$ cat config.mk
export PLATFORM = sky130hd
export DESIGN_NAME = leitor_banco_reg
export DESIGN_NICKNAME = d
export VERILOG_FILES = /design/src/rtl/leitor_banco_reg.sv
export SDC_FILE = /design/constraint.sdc
export NUM_CORES = 1
export LEC_CHECK = 0
export BUFFER_PORTS_ARGS = -buffer_cell sky130_fd_sc_hd__buf_2
export CAP_MARGIN = 40
export CORE_UTILIZATION = 30
export CTS_CLUSTER_SIZE = 40
export DETAILED_ROUTE_END_ITERATION = 8
export PLACE_DENSITY_LB_ADDON = 0.25
export REMOVE_ABC_BUFFERS = 1
export SYNTH_ARGS = -nofsm -noshare
export SYNTH_HDL_FRONTEND = slang
export SYNTH_SLANG_ARGS = --single-unit
$ cat constraint.sdc
create_clock -name clk -period 2.76 [get_ports clk]
set_input_delay 0.552 -clock clk [delete_from_list [all_inputs] [get_ports clk]]
set_output_delay 0.552 -clock clk [all_outputs]
set_load 0.02 [all_outputs]
$ cat src/rtl/leitor_banco_reg.sv
// leitor_banco_reg
// Walks one read port of the 32x64 register file from REG_INICIAL to
// REG_FINAL and streams each captured value out as an (index, data) pair
// on a valid/ready interface. It never writes the register file.
//
// Ports
//   clk              in   system clock, rising edge
//   reset            in   asynchronous, active-high
//   iniciar          in   start request, honoured only while idle
//   endereco_leitura out  [4:0]  address to the register file read port
//   valor_lido       in   [63:0] combinational read data for that address
//   dado_saida       out  [63:0] captured register value
//   indice_saida     out  [4:0]  register index of dado_saida
//   saida_valida     out  dado_saida/indice_saida valid
//   saida_pronta     in   downstream accepts the current word
//   ocupado          out  dump in progress
//   fim              out  one-cycle pulse after the last word is accepted
//
// state   | meaning
// OCIOSO  | idle, waiting for iniciar
// LEITURA | address on the read port, value captured at the edge
// ENVIO   | word presented, waiting for saida_pronta
// FIM     | last word accepted, fim pulse, back to idle

module leitor_banco_reg #(
    parameter logic [4:0] REG_INICIAL = 5'd0,
    parameter logic [4:0] REG_FINAL   = 5'd31
) (
    input  logic        clk,
    input  logic        reset,
    input  logic        iniciar,
    output logic [4:0]  endereco_leitura,
    input  logic [63:0] valor_lido,
    output logic [63:0] dado_saida,
    output logic [4:0]  indice_saida,
    output logic        saida_valida,
    input  logic        saida_pronta,
    output logic        ocupado,
    output logic        fim
);

    typedef enum logic [1:0] {
        OCIOSO  = 2'd0,
        LEITURA = 2'd1,
        ENVIO   = 2'd2,
        FIM     = 2'd3
    } estado_t;

    estado_t     estado_q;
    logic [4:0]  indice_q;
    logic [63:0] dado_q;
    logic [4:0]  indice_saida_q;
    logic        valida_q;
    logic        ocupado_q;
    logic        fim_q;

    // All outputs are loaded together with the state transition, so every
    // output is a flop and saida_pronta never reaches an output combinationally.
    always_ff @(posedge clk or posedge reset) begin
        if (reset) begin
            estado_q       <= OCIOSO;
            indice_q       <= 5'd0;
            dado_q         <= 64'd0;
            indice_saida_q <= 5'd0;
            valida_q       <= 1'b0;
            ocupado_q      <= 1'b0;
            fim_q          <= 1'b0;
        end else begin
            fim_q <= 1'b0;
            case (estado_q)
                OCIOSO: begin
                    if (iniciar) begin
                        indice_q  <= REG_INICIAL;
                        ocupado_q <= 1'b1;
                        estado_q  <= LEITURA;
                    end
                end
                LEITURA: begin
                    dado_q         <= valor_lido;
                    indice_saida_q <= indice_q;
                    valida_q       <= 1'b1;
                    estado_q       <= ENVIO;
                end
                ENVIO: begin
                    if (saida_pronta) begin
                        valida_q <= 1'b0;
                        if (indice_q == REG_FINAL) begin
                            // index stays at REG_FINAL; never wraps
                            fim_q    <= 1'b1;
                            estado_q <= FIM;
                        end else begin
                            indice_q <= indice_q + 5'd1;
                            estado_q <= LEITURA;
                        end
                    end
                end
                FIM: begin
                    ocupado_q <= 1'b0;
                    estado_q  <= OCIOSO;
                end
                default: begin
                    valida_q  <= 1'b0;
                    ocupado_q <= 1'b0;
                    estado_q  <= OCIOSO;
                end
            endcase
        end
    end

    assign endereco_leitura = indice_q;
    assign dado_saida       = dado_q;
    assign indice_saida     = indice_saida_q;
    assign saida_valida     = valida_q;
    assign ocupado          = ocupado_q;
    assign fim              = fim_q;

endmodule

## Word level (Yosys, flattened, before mapping)

Cells that the tools add are included.
Widths: inputs -> output; s select.

| word-level totals | value |
|---|---|
| flip-flop bits (word level) | 79 |
| input port bits | 68 |
| word-level logic and storage cells | 38 |

| operators by class | value |
|---|---|
| add/sub/neg operators | 1 |
| equal/unequal tests | 7 |
| multiplexer cells | 15 |
| reduce and logical (&&, ||, !) cells | 8 |

Operators with widths:

| kind | number |
|---|---|
| $mux 5 | 3 |
| $pmux 5 s2 | 1 |
| $pmux 2 s4 | 1 |
| $mux 2 | 3 |
| $ne 2x2->1 const B | 3 |
| $reduce_and 2->1 | 3 |
| $reduce_bool 2->1 | 3 |
| $add 5x1->5 const B | 1 |
| $eq 5x5->1 const B | 1 |
| $mux 1 | 5 |
| $eq 2x2->1 const B | 2 |
| $pmux 1 s2 | 2 |
| $reduce_and 4->1 | 1 |
| $eq 2x1->1 const B | 1 |
| $logic_not 2->1 | 1 |

## Depth between registers and ports, before layout

| logic depth | value |
|---|---|
| word-level depth | 4 |
| mapped depth | 7 |
| depth with buffers taken out | 7 |

## Least setup slack after synthesis

OpenSTA, ideal clock, no wires.

| path | value |
|---|---|
| path kind | reg-to-reg |
| start | register indice_q[0] (netlist: endereco_leitura[0]) |
| end | register indice_q[3] (netlist: endereco_leitura[3]) |
| setup time | 0.080 ns |
| data arrival time | 1.772 ns |
| required time | 2.680 ns |
| setup slack | 0.907 ns |
| stages on the path, launching flop included | 8 |
| path buffers | 0 |
| clock period less this slack | 1.853 ns |
| path through | dfrtp_1 -> ha_1 -> inv_1 -> nor3_1 -> ha_1 -> nand4bb_4 -> or4_4 -> o211ai_2 |

| on the way | value |
|---|---|
| longest elaborated chain between the ends | 4 |
| elaborated cells on any way between the ends | 7 |
| those cells by class | add/sub (1); eq/ne (2); mux (3); reduce/logical (1) |

RTL lines:

| element | line | RTL |
|---|---|---|
| start, declared | 50 | `logic [4:0] indice_q;` |
| start signal, assigned | 92 | `indice_q <= indice_q + 5'd1;` |
| $add 5x1->5 | 92 |  |
| $mux 5 | 87 | `if (indice_q == REG_FINAL) begin` |
| $mux 5 | 85 | `if (saida_pronta) begin` |
| $pmux 5 s2 | 70 | `case (estado_q)` |

Several ways; a longest one is shown, not always the timed one. The select of a mux whose other input is x is not followed.
A chain may end at the register's enable or synchronous reset.

## Final worst setup path

Same ends and word-level chain as after synthesis.

==> summary.txt <==
STA
  • Slew headroom: around half
  • Clock Skew: ~0.0086 ns
  • Final min period: approximately 1.9 ns
  • Worst-Margin Slew: ~0.73 ns
  • Max Clk Rate: around 540 MHz
  • Final hold vios: 0
  • Final setup fails: 0
  • Tcrit/Tclk final: between 60 and 70%
  • RSZ-0062 raised after global routing: false
  • Hold Slack: about 0.3 ns
  • Max-slew violation count: 0

Place
  • Dpl cells: 465
  • Final GP Congestion: roughly 0.74
  • Post-DP Area: 3950 sq um
  • IO buf count: ~140
  • Hpwl dp: about 4400 um

CTS
  • Post-CTS Setup Bufs: 0
  • Sink Count: 79
  • Cts hold-fix bufs: 0
  • Root buf cell: clkbuf_8
  • Clk_lat worst skew: roughly 0.34 ns
  • Clock Pin Slew Worst Setup and Hold Paths: around 0.070 ns
  • Cts repair resizes: 0
  • H-tree Lvls: 3
  • CTS Buf Count: 9
  • Clock Path Buffers: 2
  • CTS tree: done

Logic synthesis
  • Synth top area cells: dfrtp_1 (63%), mux2_2 (25%), buf_6 (2.9%)
  • EDFF count, synth: 0
  • Synth cell types: 25
  • Most common cell in the netlist: dfrtp_1
  • Top cell type by total area after synthesis: dfrtp_1
  • Asr flop ratio synth: 100%
  • Sequential area share after synthesis: 63.5%
  • Synth top cells by count: dfrtp_1 (79), mux2_2 (69), buf_6 (8)
  • Main flop type after synthesis: dfrtp_1
  • Yosys warns: 0
  • Cells after synthesis: ~190
  • Syn avg cell area: about 16 sq um
  • Synthesized area: 3120 sq um
  • Flops & latches, synth: just under 80
  • Post-synth top area share: between 60 and 70%

Floorplan
  • Die height: between 100 and 150 um
  • Die span in x: between 100 and 150 um
  • Die area: 10,800 sq um
  • Starting Density: a little under a third
  • Core area: 9910 sq um
  • Row count: 36
  • I/O pin total: between 100 and 150

Layout
  • Area growth, synth to finish: 31.6%
  • Final std cells w/o fill: roughly 480
  • Fillers: between 900 and 1,000
  • Final std cell area, no fill: ~4100 sq um
  • Layout Nets: slightly above 400
  • Final Util: approximately two fifths
  • Ant. Diodes: 0
  • Layout cell share with drive strength beyond 1: roughly two thirds

Setup path
  • Arrival @ worst endpoint: 2.13 ns
  • Worst Path Max Fanout: 7
  • Crit end category: register
  • Worst setup SP type: register
  • Crit path kind: register to register
  • Required @ worst endpoint: 3.03 ns

Pwr
  • Final Total Pwr: 4.99 mW
  • Pwr per Cell Area: around 1200 nW/um^2
  • Sw power: around 1.9 mW
  • Power share of the clock group: between 10% and 20%
  • Int Pwr: 3.07 mW
  • Combinational power share: between 40% and 50%
  • Maximum vdd drop: roughly 420 uV
  • Reg power frac: 39.6%
  • Leak: 2.03 nW
  • Sw frac: around two fifths

Global routing
  • Antenna violations before repair: 0
  • First-pass GRT wire length: around 10,000 um
  • Vias in the first global route: between 2,000 and 2,500
  • Largest net degree at the start of global routing: 42
  • Global route overflow: 0
  • All-Layer GR Usage: ~12%

Detailed routing
  • WL/cell: approximately 13 um
  • Via count: 2,097
  • DRC errors left: 0
  • Iter 0 DRT Violations: 56
  • Total wire length: 6160 um
  • Initial DRT Pass Iterations: 6
  • Antenna viol nets, final: 0
  • Vias per inst: between 4 and 5

Run status
  • Status: finished clean

Flow run
  • Max cap viols: 0

Min path
  • Hold WC Path Type: primary input to async pin
[sequential cells by signal (all words and copies together) (netlist names)]
signal            count
estado_q              2
indice_saida          5
saida_valida          1
ocupado               1
dado_saida           64
endereco_leitura      5
fim                   1
[path summary, 6_finish.rpt]
check / from / endpoint / slack [ns] / cells after the start
worst max-delay path: endereco_leitura[0] / endereco_leitura[3] / 0.90 / 7
min in group clk: valor_lido[0] / dado_saida[0] / 0.43 / 2
worst min register to register: dado_saida[63] / dado_saida[63] / 0.50 / 1
worst max register to register: endereco_leitura[0] / endereco_leitura[3] / 0.90 / 7
max in group asynchronous: reset / dado_saida[30] / 1.80 / 3
worst min-delay path: reset / dado_saida[35] / 0.29 / 2
[logic make-up after synthesis]
logic type	synth area share, %
simple gates	3.90
flops	63.5
buf+inv	3.98
mux	25.3
compound gates	2.61
fa+ha+maj	0.803
[cell type report]
| class | instances | area, sq um | area share (%) |
|---|---|---|---|
| clock buffer | 11 | 141 | 3.45 |
| clock inverter | 2 | 10.0 | 0.244 |
| inverter | 7 | 27.5 | 0.671 |
| sequential | 79 | 1980 | 48.2 |
| tap | 133 | 166 | 4.06 |
| multi-input combinational | 99 | 1020 | 24.9 |
| timing repair buffer | 147 | 756 | 18.4 |
[critical path: stages (launching register included)]
cell and delay, ns:
dfrtp_1 0.43, ha_1 0.24, inv_1 0.07, nor3_1 0.05, ha_1 0.19, nand4bb_4 0.24
or4_4 0.51, o211ai_2 0.07
[power groups by stage]
stage          clock network, mW  registers (mW)  logic, mW
6_report                   0.709            1.98       2.31
5_1_grt                    0.793            2.07       2.48
4_1_cts                    0.745            1.99       2.34
3_5_place_dp                   0            2.00       2.35
3_3_place_gp                   0            1.98       2.32
2_1_floorplan                  0            2.65      0.960
[stage by stage]
stage | worst slack [ns] | TNS [ns]
floorplan | -1.40 | -97.46
global placement | 0.937 | 0
detailed placement | 0.908 | 0
CTS | 0.891 | 0
global route | 0.779 | 0
finish | 0.897 | 0
[per-layer routing]
layer	part of all wire [%]	track usage (%)
met5	0	0
met4	1.8	6.12
met1	45	15.0
met3	9.0	5.20
met2	44	18.7
[layout by cell type (no fill, tap or decap), types with 2 or more instances in the layout]
master and n:
and3_1 2, nand3_1 3, nand2_1 3, ha_1 2, clkinv_2 3, buf_4 2
clkbuf_8 10, inv_1 6, buf_2 144, dfrtp_1 79, mux2_2 69, o2bb2ai_1 2
a21oi_1 4
(Power assumes the default switching activity.)
